$ cat src/rtl/mem_stage_pkg.sv
// Shared RV32I pipeline types used by the MEM stage and its alignment helper.
// Defining MEM_STAGE_RVFI_EN adds access-trace fields to mem_wb_t.
package rv32i_types;

  typedef enum logic [6:0] {
    op_b_lui   = 7'b0110111,
    op_b_auipc = 7'b0010111,
    op_b_jal   = 7'b1101111,
    op_b_jalr  = 7'b1100111,
    op_b_br    = 7'b1100011,
    op_b_load  = 7'b0000011,
    op_b_store = 7'b0100011,
    op_b_imm   = 7'b0010011,
    op_b_reg   = 7'b0110011
  } rv32i_opcode;

  typedef enum logic [2:0] {
    rf_alu_out,
    rf_br_en,
    rf_u_imm,
    rf_load,
    rf_pc_plus4
  } regfilemux_sel_t;

  typedef enum logic {IDLE, WAIT} mem_state_t;

  localparam logic [2:0] f3_lb  = 3'b000;
  localparam logic [2:0] f3_lh  = 3'b001;
  localparam logic [2:0] f3_lw  = 3'b010;
  localparam logic [2:0] f3_lbu = 3'b100;
  localparam logic [2:0] f3_lhu = 3'b101;
  localparam logic [2:0] f3_sb  = 3'b000;
  localparam logic [2:0] f3_sh  = 3'b001;
  localparam logic [2:0] f3_sw  = 3'b010;

  typedef struct packed {
    logic [31:0]     pc;
    logic [31:0]     inst;
    rv32i_opcode     opcode;
    logic [2:0]      funct3;
    logic [4:0]      rd_s;
    logic [4:0]      rs1_s;
    logic [4:0]      rs2_s;
    logic [31:0]     rs1_v;
    logic [31:0]     rs2_v;
    logic [31:0]     aluout;
    logic [31:0]     u_imm;
    logic            br_en;
    regfilemux_sel_t regfilemux_sel;
    logic            regf_we;
    logic            commit;
  } ex_mem_t;

`ifdef MEM_STAGE_RVFI_EN
  typedef struct packed {
    logic        valid;
    logic [31:0] pc;
    logic [31:0] inst;
    logic [4:0]  rd_s;
    logic [4:0]  rs1_s;
    logic [4:0]  rs2_s;
    logic [31:0] rs1_v;
    logic [31:0] rs2_v;
    logic        regf_we;
    logic [31:0] rd_v;
    logic [31:0] mem_addr;
    logic [3:0]  mem_rmask;
    logic [3:0]  mem_wmask;
    logic [31:0] mem_rdata;
    logic [31:0] mem_wdata;
  } mem_wb_t;
`else
  typedef struct packed {
    logic        valid;
    logic [31:0] pc;
    logic [31:0] inst;
    logic [4:0]  rd_s;
    logic [4:0]  rs1_s;
    logic [4:0]  rs2_s;
    logic [31:0] rs1_v;
    logic [31:0] rs2_v;
    logic        regf_we;
    logic [31:0] rd_v;
  } mem_wb_t;
`endif

endpackage

$ cat src/rtl/mem_stage_align.sv
// mem_align: byte-lane masks, store-data shifting and load-data extraction/extension.
// Purely combinational; used once for request issue and once for load return.
module mem_align
  import rv32i_types::*;
(
  input  logic [2:0]  funct3,
  input  logic [1:0]  off,
  input  logic        is_load,
  input  logic        is_store,
  input  logic [31:0] store_data,
  input  logic [31:0] load_word,
  output logic [3:0]  rmask,
  output logic [3:0]  wmask,
  output logic [31:0] wdata,
  output logic [31:0] load_data
);

  logic [3:0]  mask;
  logic [15:0] shifted;

  always_comb begin
    case (funct3[1:0])
      2'b00:   mask = 4'b0001 << off;
      2'b01:   mask = 4'b0011 << off;
      default: mask = 4'b1111;
    endcase
  end

  assign rmask = is_load  ? mask : 4'b0000;
  assign wmask = is_store ? mask : 4'b0000;
  assign wdata = (funct3[1:0] == 2'b10) ? store_data : (store_data << {off, 3'b000});

  // Only the low half of the lane-shifted word is ever needed; lw bypasses it.
  assign shifted = 16'(load_word >> {off, 3'b000});

  always_comb begin
    case (funct3)
      f3_lb:   load_data = {{24{shifted[7]}}, shifted[7:0]};
      f3_lh:   load_data = {{16{shifted[15]}}, shifted};
      f3_lbu:  load_data = {24'h0, shifted[7:0]};
      f3_lhu:  load_data = {16'h0, shifted};
      default: load_data = load_word;
    endcase
  end

endmodule

$ cat src/rtl/mem_stage.sv
// mem_stage: RV32I MEM pipeline stage with an IDLE/WAIT data-memory handshake.
// Optional MEM_STAGE_RVFI_EN records the completed access in mem_wb.
module mem_stage
  import rv32i_types::*;
(
  input  logic        clk,
  input  logic        rst,
  input  ex_mem_t     ex_mem,
  output mem_wb_t     mem_wb,
  output logic [31:0] dmem_addr,
  output logic [3:0]  dmem_rmask,
  output logic [3:0]  dmem_wmask,
  output logic [31:0] dmem_wdata,
  input  logic [31:0] dmem_rdata,
  input  logic        dmem_resp,
  output logic        mem_stall,
  output logic        mem_forward_br_en,
  output logic [31:0] mem_forward_alu_out,
  output logic [31:0] mem_forward_u_imm
);

  mem_state_t  state, next_state;
  logic        mem_op, issue, access;
  logic [31:0] cap_addr, cap_wdata;
  logic [3:0]  cap_rmask, cap_wmask;
  logic [2:0]  cap_funct3;
  logic [1:0]  cap_off;
  logic [3:0]  iss_rmask, iss_wmask;
  logic [31:0] iss_wdata, iss_load;
  logic [3:0]  ret_rmask, ret_wmask;
  logic [31:0] ret_wdata, ret_load;
  logic        unused_ret;
  logic [31:0] load_data, rd_v;
  mem_wb_t     wb_next;

  assign mem_op = ex_mem.commit &&
                  (ex_mem.opcode == op_b_load || ex_mem.opcode == op_b_store);
  assign issue  = (state == IDLE) && mem_op;
  assign access = issue || (state == WAIT);
  assign mem_stall = access && !dmem_resp;

  assign mem_forward_br_en   = ex_mem.br_en;
  assign mem_forward_alu_out = ex_mem.aluout;
  assign mem_forward_u_imm   = ex_mem.u_imm;

  mem_align u_issue_align (
    .funct3     (ex_mem.funct3),
    .off        (ex_mem.aluout[1:0]),
    .is_load    (ex_mem.opcode == op_b_load),
    .is_store   (ex_mem.opcode == op_b_store),
    .store_data (ex_mem.rs2_v),
    .load_word  (dmem_rdata),
    .rmask      (iss_rmask),
    .wmask      (iss_wmask),
    .wdata      (iss_wdata),
    .load_data  (iss_load)
  );

  // Return path extracts load data using the access parameters latched at issue.
  mem_align u_return_align (
    .funct3     (cap_funct3),
    .off        (cap_off),
    .is_load    (1'b1),
    .is_store   (1'b0),
    .store_data (cap_wdata),
    .load_word  (dmem_rdata),
    .rmask      (ret_rmask),
    .wmask      (ret_wmask),
    .wdata      (ret_wdata),
    .load_data  (ret_load)
  );

  assign unused_ret = ^{ret_rmask, ret_wmask, ret_wdata};

  always_comb begin
    dmem_addr  = '0;
    dmem_rmask = '0;
    dmem_wmask = '0;
    dmem_wdata = '0;
    if (state == WAIT) begin
      dmem_addr  = cap_addr;
      dmem_rmask = cap_rmask;
      dmem_wmask = cap_wmask;
      dmem_wdata = cap_wdata;
    end else if (mem_op) begin
      dmem_addr  = {ex_mem.aluout[31:2], 2'b00};
      dmem_rmask = iss_rmask;
      dmem_wmask = iss_wmask;
      dmem_wdata = iss_wdata;
    end
  end

  always_comb begin
    next_state = state;
    case (state)
      IDLE:    if (mem_op && !dmem_resp) next_state = WAIT;
      WAIT:    if (dmem_resp) next_state = IDLE;
      default: next_state = IDLE;
    endcase
  end

  always_ff @(posedge clk or negedge rst) begin
    if (!rst) begin
      state <= IDLE;
    end else begin
      state <= next_state;
    end
  end

  always_ff @(posedge clk or negedge rst) begin
    if (!rst) begin
      cap_addr   <= '0;
      cap_rmask  <= '0;
      cap_wmask  <= '0;
      cap_wdata  <= '0;
      cap_funct3 <= '0;
      cap_off    <= '0;
    end else if (issue && !dmem_resp) begin
      cap_addr   <= {ex_mem.aluout[31:2], 2'b00};
      cap_rmask  <= iss_rmask;
      cap_wmask  <= iss_wmask;
      cap_wdata  <= iss_wdata;
      cap_funct3 <= ex_mem.funct3;
      cap_off    <= ex_mem.aluout[1:0];
    end
  end

  assign load_data = (state == WAIT) ? ret_load : iss_load;

  always_comb begin
    case (ex_mem.regfilemux_sel)
      rf_alu_out:  rd_v = ex_mem.aluout;
      rf_br_en:    rd_v = {31'b0, ex_mem.br_en};
      rf_u_imm:    rd_v = ex_mem.u_imm;
      rf_load:     rd_v = load_data;
      rf_pc_plus4: rd_v = ex_mem.pc + 32'd4;
      default:     rd_v = ex_mem.aluout;
    endcase
  end

  // A stalled cycle retires a bubble so WB never sees a half-finished access.
  always_comb begin
    wb_next = '0;
    if (!mem_stall) begin
      wb_next.valid   = ex_mem.commit;
      wb_next.pc      = ex_mem.pc;
      wb_next.inst    = ex_mem.inst;
      wb_next.rd_s    = ex_mem.rd_s;
      wb_next.rs1_s   = ex_mem.rs1_s;
      wb_next.rs2_s   = ex_mem.rs2_s;
      wb_next.rs1_v   = ex_mem.rs1_v;
      wb_next.rs2_v   = ex_mem.rs2_v;
      wb_next.regf_we = ex_mem.commit && ex_mem.regf_we;
      wb_next.rd_v    = rd_v;
`ifdef MEM_STAGE_RVFI_EN
      if (access) begin
        wb_next.mem_addr  = dmem_addr;
        wb_next.mem_rmask = dmem_rmask;
        wb_next.mem_wmask = dmem_wmask;
        wb_next.mem_rdata = dmem_rdata;
        wb_next.mem_wdata = dmem_wdata;
      end
`endif
    end
  end

  always_ff @(posedge clk or negedge rst) begin
    if (!rst) begin
      mem_wb <= '0;
    end else begin
      mem_wb <= wb_next;
    end
  end

endmodule

$ cat config.mk
export PLATFORM = sky130hd
export DESIGN_NAME = mem_stage
export DESIGN_NICKNAME = d
export VERILOG_FILES = /design/src/rtl/mem_stage_pkg.sv /design/src/rtl/mem_stage_align.sv /design/src/rtl/mem_stage.sv
export SDC_FILE = /design/constraint.sdc
export NUM_CORES = 1
export LEC_CHECK = 0
export BUFFER_PORTS_ARGS = -buffer_cell sky130_fd_sc_hd__buf_2
export CORE_AREA = 3 3 223 225
export CTS_BUF_LIST = sky130_fd_sc_hd__clkbuf_8
export CTS_CLUSTER_DIAMETER = 80
export DETAILED_ROUTE_END_ITERATION = 10
export DIE_AREA = 0 0 226 228
export GPL_TIMING_DRIVEN = 0
export PLACE_DENSITY = 0.58
export SETUP_SLACK_MARGIN = 0.1
export SYNTH_ARGS = -nofsm -noshare
export SYNTH_HDL_FRONTEND = slang
export SYNTH_SLANG_ARGS = --single-unit
$ cat constraint.sdc
create_clock -name clk -period 6.67 [get_ports clk]
set_clock_uncertainty 0.2 [all_clocks]
set_input_delay 0.3335 -clock clk [delete_from_list [all_inputs] [get_ports clk]]
set_output_delay 0.3335 -clock clk [all_outputs]
set_load 0.01 [all_outputs]
Word level (Yosys, flattened, before mapping) --
Index checks and enable logic that the tools add are counted.
Operators by class: add/subtract/negate cells 1, bitwise gates (word level) 1, equality and inequality tests 14, reductions and logical operators 12, shift-type cells 5, muxes and demuxes 20
Operator list (count):
- $pmux W32 S4 | 3
- $mux W32 | 6
- $mux W177 | 1
- $shr A32 B5 Y16 | 2
- $add A32 B3 Y32 const B | 1
- $shl A32 B5 Y32 | 1
- $mux W4 | 6
- $eq A3 B3 Y1 const B | 5
- $eq A3 B1 Y1 const B | 3
- $pmux W4 S2 | 1
- $eq A7 B2 Y1 const B | 1
- $eq A7 B6 Y1 const B | 1
- $eq A3 B2 Y1 const B | 2
- $logic_and A1 B1 Y1 | 6
- $logic_not A3 Y1 | 2
- $shl A1 B2 Y4 const A | 1
- $shl A2 B2 Y4 const A | 1
- $eq A2 B1 Y1 const B | 1
- $eq A2 B2 Y1 const B | 1
- $logic_not A2 Y1 | 1
- $logic_or A1 B1 Y1 | 2
- $mux W1 | 2
- $pmux W1 S2 | 1
- $logic_not A1 Y1 | 1
- $not A1 Y1 | 1
Storage, ports and cells: register bits after elaboration 253, bits of input ports 258, output and inout bits 315, logic and storage cells 70

Longest topological paths before layout --
depth in word-level cells 7, gate-level depth with buffers 10, depth with buffers taken out 7

By module --
A second synthesis with hierarchy kept.
Unflattened totals: cells, all modules 1510, area, all modules 14908.0 µm²
Modules (own cells, without submodules):
- mem_stage | area each 11777.5 µm², sequential area each 6331.1 µm², instances 1, cells an instance 1016
- mem_align | area each 1565.3 µm², sequential area each 0.0 µm², instances 2, cells an instance 247

Worst setup path after synthesis --
Ideal clock, no wire load.
path kind input to output, from in ex_mem[38] in the netlist's numbering, to out dmem_wdata[31], required time 6.136 ns, path buffers 5, path slack 4.109 ns, arrival time 2.028 ns, stages 9, cells stage by stage buf_2 > buf_2 > buf_2 > clkbuf_1 > clkbuf_1 > a21oi_1 > nand2_1 > o221ai_1 > o21ai_0
Between the ends: cells in the longest elaborated chain, start to end 4
RTL lines:
- from (decl) | line mem_stage.sv:8 | input ex_mem_t ex_mem,
- $shl A32 B5 Y32 | line mem_stage_align.sv:31 | assign wdata = (funct3[1:0] == 2'b10) ? store_data : (store_data << {off, 3'b000});
- $mux W32 | line mem_stage_align.sv:31
- $mux W32 | line mem_stage.sv:85 | end else if (mem_op) begin
- $mux W32 | line mem_stage.sv:80 | if (state == WAIT) begin
- to (decl) | line mem_stage.sv:13 | output logic [31:0] dmem_wdata,
No other way between the ends.

Worst setup path in the final report --
from reg state, to out dmem_wmask[1]
Between the ends: cells in the longest elaborated chain, start to end 1
RTL lines:
- from (decl) | line mem_stage.sv:22 | mem_state_t state, next_state;
- from (signal assigned) | line mem_stage.sv:106 | state <= next_state;
- $mux W4 | line mem_stage.sv:80
- to (decl) | line mem_stage.sv:12 | output logic [3:0] dmem_wmask,
No other way between the ends.

==> results by group <==
Critical path
  – Req. time, crit path: 6.14 ns
  – Worst path cell trace: clkbuf_1 -> clkbuf_1 -> clkbuf_1 -> clkbuf_1 -> nand2_1 -> o21ai_0 -> buf_2
  – Crit path buffers/inverters: 5
  – CP Data Arrival Time: 3.37 ns
  – Critical Path Stages: 7
  – Max incr delay on CP: 0.61 ns
  – Most Frequent Cell on Critical Path: clkbuf_1
  – Crit-path slowest cell: clkbuf_1
  – CP max FO: 10
  – Reg2Reg Depth: 8
  – Critical Path Start: state$_DFF_PN0_
  – CP delay by family, top: buffers and inverters
  – CP Launch Type: flip-flop
  – CP endpoint kind: output port
  – Reg2reg start: cap_off[0]$_DFFE_PN0P_
  – Critical path type: reg2out

Logic synthesis
  – Synth Area in Adders: 0.09570%
  – XOR/XNOR share of the synthesized area: 1.675%
  – Post-synth ARST share: 100.0%
  – Mux cell area share after synthesis: 4.173%
  – FF+latch count, synth: 253
  – Synth Area in Compound Gates: 18.58%
  – Prevailing post-synth register cell: dfrtp_1
  – Ys Warns: 0
  – Sequential area share after synthesis: 48.43%
  – Unique masters post-synth: 58
  – EDFF count, synth: 0
  – Post-Synth Simple-Gate Area: 19.23%
  – Cell Area, Synth: 0.01307 mm2
  – Post-Syn Area per Cell: 9.325 um2
  – Largest family of logic cells by synthesized area: simple AND/OR/NAND/NOR gates
  – Synth Instances: 1402

Power
  – Pleak: 9.558 nW
  – Total power draw: 4.075 mW
  – Cell Pwr Density: 204.4 mW/mm2
  – Pint: 2.870 mW
  – Combinational Power Share: 20.5%
  – Net Sw Power: 1.205 mW
  – Clock power share: 38.4%
  – Reg power frac: 41.1%
  – Switching part of the total power: 29.57%
  – Max VDD drop: 0.1294 mV

Layout
  – Synth-to-Final Area Change: 52.49%
  – Commonest non-fill, non-tap cell in the layout: buf_2
  – Non-Filler Instances: 2894
  – Layout filler cell count: 4692
  – Share of layout cells above drive strength 1: 33.23%
  – Util after Layout: 41.76%
  – Nets@finish: 2500
  – Design Area, Final: 0.01994 mm2
  – Most frequent cells in the layout: buf_2 (574), dfrtp_1 (253), dlygate4sd3_1 (220), nand2_1 (208), and2_1 (144)

Placed design
  – Placement Setup Slack: 3.148 ns
  – PortBufs: 567
  – Placed cells: 2587
  – Final GP Congestion: 0.8849
  – DP HPWL: 48.30 mm
  – Dpl cell area: 0.01675 mm2

Timing
  – Slew Limit Fails: 0
  – Final setup vio count: 0
  – Final-report hold violation count: 0
  – Hold slack: 0.05430 ns
  – Slew margin rel.: 40.87%
  – RSZ-0062 raised after global routing: no
  – Worst Tran Pin Value: 0.8869 ns
  – Fin crit share: 58.55%
  – Setup ws final: 2.765 ns
  – Min Tclk post-route: 3.905 ns
  – Peak Freq: 256.1 MHz
  – Setup TNS: 0 ns

Global route
  – Initial antenna violation count: 10
  – Gr ovfl total: 0
  – Largest net degree at the start of global routing: 121
  – GRT Total Usage: 23.78%
  – Vias in the first global route: 14394
  – First-pass GRT wire length: 92.76 mm

Drt
  – Initial drt markers: 949
  – Routed wire length per instance: 22.09 um
  – Post-route DRC: 0
  – Via Count: 14266
  – Post-DRT Antenna Nets: 0
  – Final Routed Wirelength: 63.94 mm
  – Drt pass-1 iters: 6
  – Vias per cell: 4.930

Floorplan
  – Core Region: 0.04775 mm2
  – Die Footprint: 0.05153 mm2
  – FP Rows: 80
  – Initial Util: 27.38%
  – Die Y: 228 um
  – Ports: 573
  – Die X: 226 um

CTS
  – Clock transition at path regs: 0.06 ns
  – H-tree Lvls: 2
  – Clock sink count: 253
  – Clock Tree Buf Depth: 3
  – TritonCTS Buffers: 47
  – Post-CTS Resized: 0
  – CTS tree: built
  – Clock latency on the worst-skew pair: 0.63 ns
  – CTS Root Cell: clkbuf_8
  – Setup Fix Bufs, Post-CTS: 0

Hold path
  – WHS Path Cells: 5
  – Worst hold start: dmem_rdata[8]
  – Worst hold path class: in2reg

Status
  – Outcome: finished clean

Run
  – Max Cap Viol: 0
## power groups by stage
stage | clock, mW | sequential, mW | combinational (mW)
floorplan | 0 | 1.73 | 0.298
detailed placement | 0 | 1.70 | 0.710
global placement | 0 | 1.70 | 0.700
finish | 1.57 | 1.68 | 0.835
CTS | 1.62 | 1.67 | 0.828
global route | 1.68 | 1.68 | 0.900
## cell usage after synthesis, drive strengths merged (6+ instances only)
master,number,area (um2)
o22ai,18,112.6
nand4,8,56.30
o2bb2ai,15,131.4
o32ai,8,70.07
nor2b,29,181.4
clkbuf,96,360.4
nor2,42,157.7
a22oi,27,202.7
o31ai,10,75.07
inv,26,97.59
dfrtp,253,6331
buf,80,561.8
mux2i,23,230.2
nand3,34,170.2
o211ai,6,45.04
nand2b,12,75.07
o21ai,99,495.5
a22o,47,411.6
nand2,208,780.8
a221oi,19,166.4
xor2,14,122.6
xnor2,11,96.34
mux2,22,247.7
nor3,10,50.05
and2,144,900.9
a31oi,16,100.1
a21oi,70,350.3
## path summary, 6_finish.rpt
path | to | slack, ns
max | dmem_wmask[1] | 2.76
max reg2reg | mem_wb[22]$_DFF_PN0_ | 3.31
min in group asynchronous | mem_wb[84]$_DFF_PN0_ | 0.10
min reg2reg | cap_wdata[7]$_DFFE_PN0P_ | 0.27
max in group asynchronous | mem_wb[164]$_DFF_PN0_ | 5.18
min | mem_wb[8]$_DFF_PN0_ | 0.05
## cell families (layout without fill, tap and decap cells)
| group | count (synthesis) | after routing |
|---|---|---|
| AO/OA/AOI/OAI | 365 | 365 |
| flip-flops | 253 | 253 |
| multiplexers | 48 | 48 |
| other | 1 | 9 |
| XOR/XNOR | 25 | 25 |
| adder cells (fa/ha/maj) | 1 | 1 |
| buffers and inverters | 202 | 1071 |
| AND/OR/NAND/NOR | 507 | 507 |
## worst min-delay path: stages
cell and delay, ns:
buf_2 0.13, nor2b_1 0.11, o32ai_1 0.09, nand2_1 0.07, a21oi_1 0.09
## registers in the layout (all words and copies together), names as in the netlist
| signal | count |
|---|---|
| cap_off | 2 |
| cap_funct3 | 3 |
| cap_wmask | 4 |
| mem_wb | 177 |
| cap_wdata | 32 |
| cap_rmask | 4 |
| state | 1 |
| cap_addr | 30 |
## area by class of cell
type / instances / area [um2] / area share, %
flip-flops and latches: 253 / 6331 / 31.76
multi-input cells: 948 / 5727 / 28.72
repair buffers: 789 / 5105 / 25.61
plain buffers: 176 / 922.1 / 4.625
clock buffers: 61 / 839.6 / 4.211
well taps: 615 / 769.5 / 3.860
clock inverters: 19 / 127.6 / 0.6401
inverters: 26 / 97.59 / 0.4895
diodes: 7 / 17.52 / 0.08786
## routing by layer
metal | vias up | routed length (um) | GRT usage (%)
met5 | - | 38 | 0
met4 | 6 | 2151 | 8.560
met3 | 135 | 4709 | 4.474
met2 | 739 | 30900 | 40.77
met1 | 6902 | 26140 | 29.76
li1 | 6484 | - | -
## timing repair
action / 4_1_cts / 5_1_grt
hold endpoints to repair: 353 / 0
hold buffers: 220 / 0
endpoints found under the setup margin: 0 / 0
(Power assumes the default switching activity.)
